[config.mk]
export PLATFORM = sky130hd
export DESIGN_NAME = oam_dma
export DESIGN_NICKNAME = d
export VERILOG_FILES = /design/src/rtl/oam_dma_pkg.sv /design/src/rtl/oam_dma.sv
export SDC_FILE = /design/constraint.sdc
export NUM_CORES = 1
export LEC_CHECK = 0
export CAP_MARGIN = 20
export CORE_ASPECT_RATIO = 1.5
export CORE_UTILIZATION = 44
export CTS_BUF_LIST = sky130_fd_sc_hd__clkbuf_4
export DETAILED_ROUTE_END_ITERATION = 12
export GPL_ROUTABILITY_DRIVEN = 0
export PLACE_DENSITY = 0.91
export RECOVER_POWER = 100
export SETUP_SLACK_MARGIN = 0.02
export SYNTH_ARGS = -nofsm -noshare
export SYNTH_HDL_FRONTEND = slang
export SYNTH_SLANG_ARGS = --single-unit
[constraint.sdc]
create_clock -name i_clk -period 1.85 [get_ports i_clk]
set_clock_uncertainty 0.2 [all_clocks]
set_input_delay 0.2775 -clock i_clk [delete_from_list [all_inputs] [get_ports i_clk]]
set_output_delay 0.2775 -clock i_clk [all_outputs]
set_load 0.01 [all_outputs]
[src/rtl/oam_dma_pkg.sv]
// ---------------------------------------------------------------------------
// oam_dma_pkg
//   Shared NES bus constants and sprite-DMA state encoding. The address
//   constants are also used by the PPU register decoder and the CPU bus
//   decoder, so they live here rather than inside the DMA block.
// ---------------------------------------------------------------------------
package oam_dma_pkg;

    // CPU bus addresses
    localparam logic [15:0] NES_OAMDMA_ADDR  = 16'h4014;  // sprite DMA page register
    localparam logic [15:0] NES_OAMDATA_ADDR = 16'h2004;  // PPU OAMDATA (register select 4)

    // DMA state encoding
    localparam logic [2:0] DMA_IDLE  = 3'd0;
    localparam logic [2:0] DMA_HALT  = 3'd1;
    localparam logic [2:0] DMA_ALIGN = 3'd2;
    localparam logic [2:0] DMA_READ  = 3'd3;
    localparam logic [2:0] DMA_WRITE = 3'd4;

    typedef enum logic [2:0] {
        S_IDLE  = DMA_IDLE,
        S_HALT  = DMA_HALT,
        S_ALIGN = DMA_ALIGN,
        S_READ  = DMA_READ,
        S_WRITE = DMA_WRITE
    } dma_state_e;

endpackage : oam_dma_pkg

[src/rtl/oam_dma.sv]
// ---------------------------------------------------------------------------
// oam_dma
//   Sprite DMA engine behind CPU register $4014. A CPU write of page P halts
//   the CPU, then the block owns the bus and copies $P00..$PFF into PPU OAM
//   through OAMDATA, one read/write pair per byte, and finally releases the
//   bus and lets the CPU run again.
//
//   All state changes on the falling edge of i_clk, the same edge on which
//   the PPU latches register writes. Outputs are decoded combinationally
//   from registered state and hold for the whole CPU cycle.
//
// Ports
//   i_clk          CPU cycle clock
//   i_reset_n      synchronous active-low reset
//   i_cpu_address  snooped CPU address bus
//   i_cpu_rw       snooped CPU read/~write (1 = read)
//   i_cpu_data     snooped CPU write data (supplies the source page)
//   o_cpu_rdy      0 halts the CPU
//   o_bus_master   1 when the DMA drives o_address/o_rw/o_data
//   o_address      DMA bus address
//   o_rw           DMA read/~write
//   o_data         DMA write data
//   i_data         bus read data during DMA reads
//   o_busy         1 from the first halt cycle through the last write
// ---------------------------------------------------------------------------
module oam_dma
    import oam_dma_pkg::*;
#(
    parameter logic [15:0] TRIGGER_ADDR = NES_OAMDMA_ADDR,
    parameter logic [15:0] OAMDATA_ADDR = NES_OAMDATA_ADDR
) (
    input  logic        i_clk,
    input  logic        i_reset_n,
    input  logic [15:0] i_cpu_address,
    input  logic        i_cpu_rw,
    input  logic [7:0]  i_cpu_data,
    output logic        o_cpu_rdy,
    output logic        o_bus_master,
    output logic [15:0] o_address,
    output logic        o_rw,
    output logic [7:0]  o_data,
    input  logic [7:0]  i_data,
    output logic        o_busy
);

    dma_state_e state_q, state_d;
    logic [7:0] page_q,  page_d;
    logic [7:0] index_q, index_d;
    logic [7:0] data_q,  data_d;
    logic       put_q,   put_d;     // 1 = current cycle is a put (write) cycle
    logic       trigger;

    // Next-state and output decode
    always_comb begin
        state_d      = state_q;
        page_d       = page_q;
        index_d      = index_q;
        data_d       = data_q;
        put_d        = ~put_q;

        o_cpu_rdy    = 1'b0;
        o_bus_master = 1'b0;
        o_busy       = 1'b1;
        o_address    = 16'h0000;
        o_rw         = 1'b1;
        o_data       = 8'h00;

        // o_bus_master is low whenever this term matters (only IDLE acts on
        // it); keeping it in the equation documents why DMA traffic can
        // never retrigger a transfer.
        trigger = (i_cpu_address == TRIGGER_ADDR) && !i_cpu_rw && !o_bus_master;

        unique case (state_q)
            S_IDLE: begin
                o_cpu_rdy = 1'b1;
                o_busy    = 1'b0;
                if (trigger) begin
                    page_d  = i_cpu_data;
                    index_d = 8'h00;
                    state_d = S_HALT;
                end
            end
            S_HALT: begin
                // Reads must fall on get cycles; insert one idle cycle
                // when the cycle after HALT would be a put cycle.
                state_d = put_q ? S_READ : S_ALIGN;
            end
            S_ALIGN: begin
                state_d = S_READ;
            end
            S_READ: begin
                o_bus_master = 1'b1;
                o_rw         = 1'b1;
                o_address    = {page_q, index_q};
                data_d       = i_data;
                state_d      = S_WRITE;
            end
            S_WRITE: begin
                o_bus_master = 1'b1;
                o_rw         = 1'b0;
                o_address    = OAMDATA_ADDR;
                o_data       = data_q;
                if (index_q == 8'hFF) begin
                    state_d = S_IDLE;
                end else begin
                    index_d = index_q + 8'd1;   // wraps within the page only
                    state_d = S_READ;
                end
            end
            default: begin
                state_d = S_IDLE;
            end
        endcase
    end

    // State register, updated on the PPU's register-latch edge
    always_ff @(negedge i_clk) begin
        if (!i_reset_n) begin
            state_q <= S_IDLE;
            page_q  <= 8'h00;
            index_q <= 8'h00;
            data_q  <= 8'h00;
            put_q   <= 1'b0;
        end else begin
            state_q <= state_d;
            page_q  <= page_d;
            index_q <= index_d;
            data_q  <= data_d;
            put_q   <= put_d;
        end
    end

endmodule : oam_dma

==> flow_summary_export.csv <==
group,metric,value,unit
yosys,syn_area,0.00147,sq mm
grt,grt_max_degree,24,
sta,fin_ws,-1.13,ns
setup_path,cpMaxStageDelayCell,"dfxtp_2",
grt,grt_pass1_wl,9050,um
clocking,cts_tree,"yes",
yosys,ys_warn_count,0,
clocking,clk_root_buffer_cell,"clkbuf_4",
setup_path,path_cells,"nor3b_4 -> buf_6 -> buf_6 -> buf_6 -> and2_4 -> buf_6",
power_and_ir_drop,ir_worst_vdd,593,uV
final_layout,syn2layout_area_growth,97.4,%
setup_path,cp_data_arrival_time,2.50,ns
clocking,cts_buffers,3,
floorplan,start_util,46.6,%
yosys,avgSynthCellArea,7.95,sq um
routing,remaining_drc_errors,0,
yosys,synth_area_leaders,"dfxtp_1 38%, nand2_1 12%, and3_1 6.4%",
routing,post_drt_wl_per_cell,21.1,um
grt,grt_overflow,0,
yosys,synth_top_area_cell,"dfxtp_1",
routing,drtIter0Drc,189,
placed_design,dp.cells,306,
run,maxCapViolCount,0,
placed_design,dp_slack,-1.13,ns
placed_design,port_buffers,62,
clocking,cts.clk_slew.worst_paths,0.10,ns
yosys,synth_top_cell_area_share,38.1,%
setup_path,end_kind,"output pin",
floorplan,dieArea,0.00358,sq mm
sta,fin_tns_setup,-37.60,ns
setup_path,worst-path-max-fanout,3,
power_and_ir_drop,cellLeakagePower,0.00132,uW
yosys,syn_nets,221,
grt,grt_pass1_vias,2021,
yosys,syn_inst,185,
placed_design,dpl_cell_area,0.00245,sq mm
yosys,synthTopCellsByCount,"46 x nand2_1, 28 x dfxtp_1, 15 x and3_1, 10 x nand3_1",
routing,vias,2087,
setup_path,cp_common_cell,"buf_6",
power_and_ir_drop,cellPowerDensity,477,mW/mm^2
setup_path,path_class,"reg2out",
final_layout,instances_no_fill,356,
clocking,clock-sinks,28,
routing,routed_via_density,5.86,
floorplan,die_x,49.2,um
final_layout,nets,353,
setup_path,r2r_cells,10,
grt,grt.total_usage,33.1,%
sta,max_slew_margin,77.1,%
final_layout,diodes,0,
setup_path,cp-start-kind,"flop",
routing,ant_nets,0,
yosys,synth_edf_count,0,
floorplan,rows,25,
hold_path,min_path_type,"reg2reg",
placed_design,dpl.hpwl,3010,um
sta,grt_setup_unrepaired,"true",
final_layout,fillCellCount,131,
yosys,yosysUniqueCellTypes,44,
yosys,async_flop_share,0,%
routing,routed_wl,7510,um
yosys,synth_ff_type,"dfxtp_1",
sta,whs,0.257,ns
yosys,postSynthRegisterBits,28,
sta,worst_pin_slew,0.334,ns
setup_path,max_stage_delay,0.36,ns
final_layout,drive_above_1_share,45.9,%
setup_path,crit_required,1.37,ns
clocking,cts_max_level,1,
hold_path,holdPathStages,2,
clocking,clk_latency,0.49,ns
sta,setup_viol,48,
final_layout,postLayoutCellArea,0.00291,sq mm
floorplan,die_y,72.8,um
sta,hold_violations,0,
clocking,cts_buffer_depth,2,
status,outcome,"finished, violations left",
yosys,yosysSeqAreaShare,38.1,%
floorplan,core_area,0.00316,sq mm
sta,slew_violations,0,
routing,dr.pass1.iters,4,
yosys,yosysMostFrequentCell,"nand2_1",
floorplan,io-pin-count,63,
grt,antenna_found_initial,0,
status,violations,"negative setup slack",
[stage by stage]
| step | power [uW] | utilization (%) |
|---|---|---|
| 6_report | 1390 | 92.0 |
| 5_1_grt | 1450 | 92.0 |
| 4_1_cts | 1280 | 88.4 |
| 3_5_place_dp | 835 | 77.6 |
| 3_3_place_gp | 833 | 77.6 |
| 2_1_floorplan | 748 | - |
[flip-flops by register name (all words and copies together) (netlist names)]
register  count
put_q         1
index_q       8
page_q        8
state_q       3
data_q        8
[routing by layer]
metal  vias up  GRT usage, %  routed length [um]
li1        909             -                   -
met1       979          32.6                2660
met2       151          61.9                3950
met3        48          7.92                 457
met4         0          18.6                 439
met5         -             0                   0
[cells by family (layout without fill, tap and decap cells)]
logic type	Yosys count	count (layout)	synth area share, %
adders and majority gates	1	1	0.850
DFF	28	28	38.1
buffers and inverters	16	147	4.76
xor gates and xnor gates	1	1	0.595
and+or+nand+nor	103	103	37.3
AOI/OAI and AO/OA	27	27	12.2
muxes	9	9	6.12
[power by group]
part | internal, uW | total (uW) | switching (uW)
sequential | 602 | 604 | 1.27
combinational | 67.5 | 114 | 46.7
clock | 164 | 668 | 503
[cell usage in the layout, fill, tap and decap left out, types with 5 or more instances in the layout]
master           count
a21oi_1              5
and2_4               9
and3_4              14
buf_2                7
buf_4               30
buf_6               41
clkdlybuf4s50_1     16
dfxtp_1             25
dlygate4sd2_1        7
inv_1               29
mux2i_1              9
nand2_1             40
nand2_2              5
nand3_1              8
[final timing paths]
check	startpoint	end	slack, ns
worst max-delay path	state_q[1]	o_data[0]	-1.13
worst min-delay path	data_q[4]	data_q[4]	0.26
worst max register to register	state_q[0]	page_q[5]	-0.38
worst min register to register	data_q[4]	data_q[4]	0.26
[layout make-up]
cell class / instances / area (sq um) / share of cell area [%]
timing repair buffer: 111 / 1060 / 36.6
clock buffer: 3 / 22.5 / 0.775
clock inverter: 29 / 111 / 3.83
inverter: 4 / 21.3 / 0.732
multi-input combinational: 141 / 1070 / 36.9
sequential: 28 / 567 / 19.5
tap: 40 / 50.0 / 1.72
[critical path: cells and delay by family, from the launching register on]
family / cells / cell delay, ns
buffers and inverters: 4 / 0.41
DFF: 1 / 0.36
and+or+nand+nor: 2 / 0.32
[timing repair]
action / 4_1_cts / 5_1_grt
pin swaps: 25 / 12
setup endpoints to repair: 56 / 47
buffers inserted: 14 / 8
hold buffers: 0 / 0
gates resized for setup: 220 / 26
gates cloned: 1 / 0
Power figures use the tool's default switching activity.
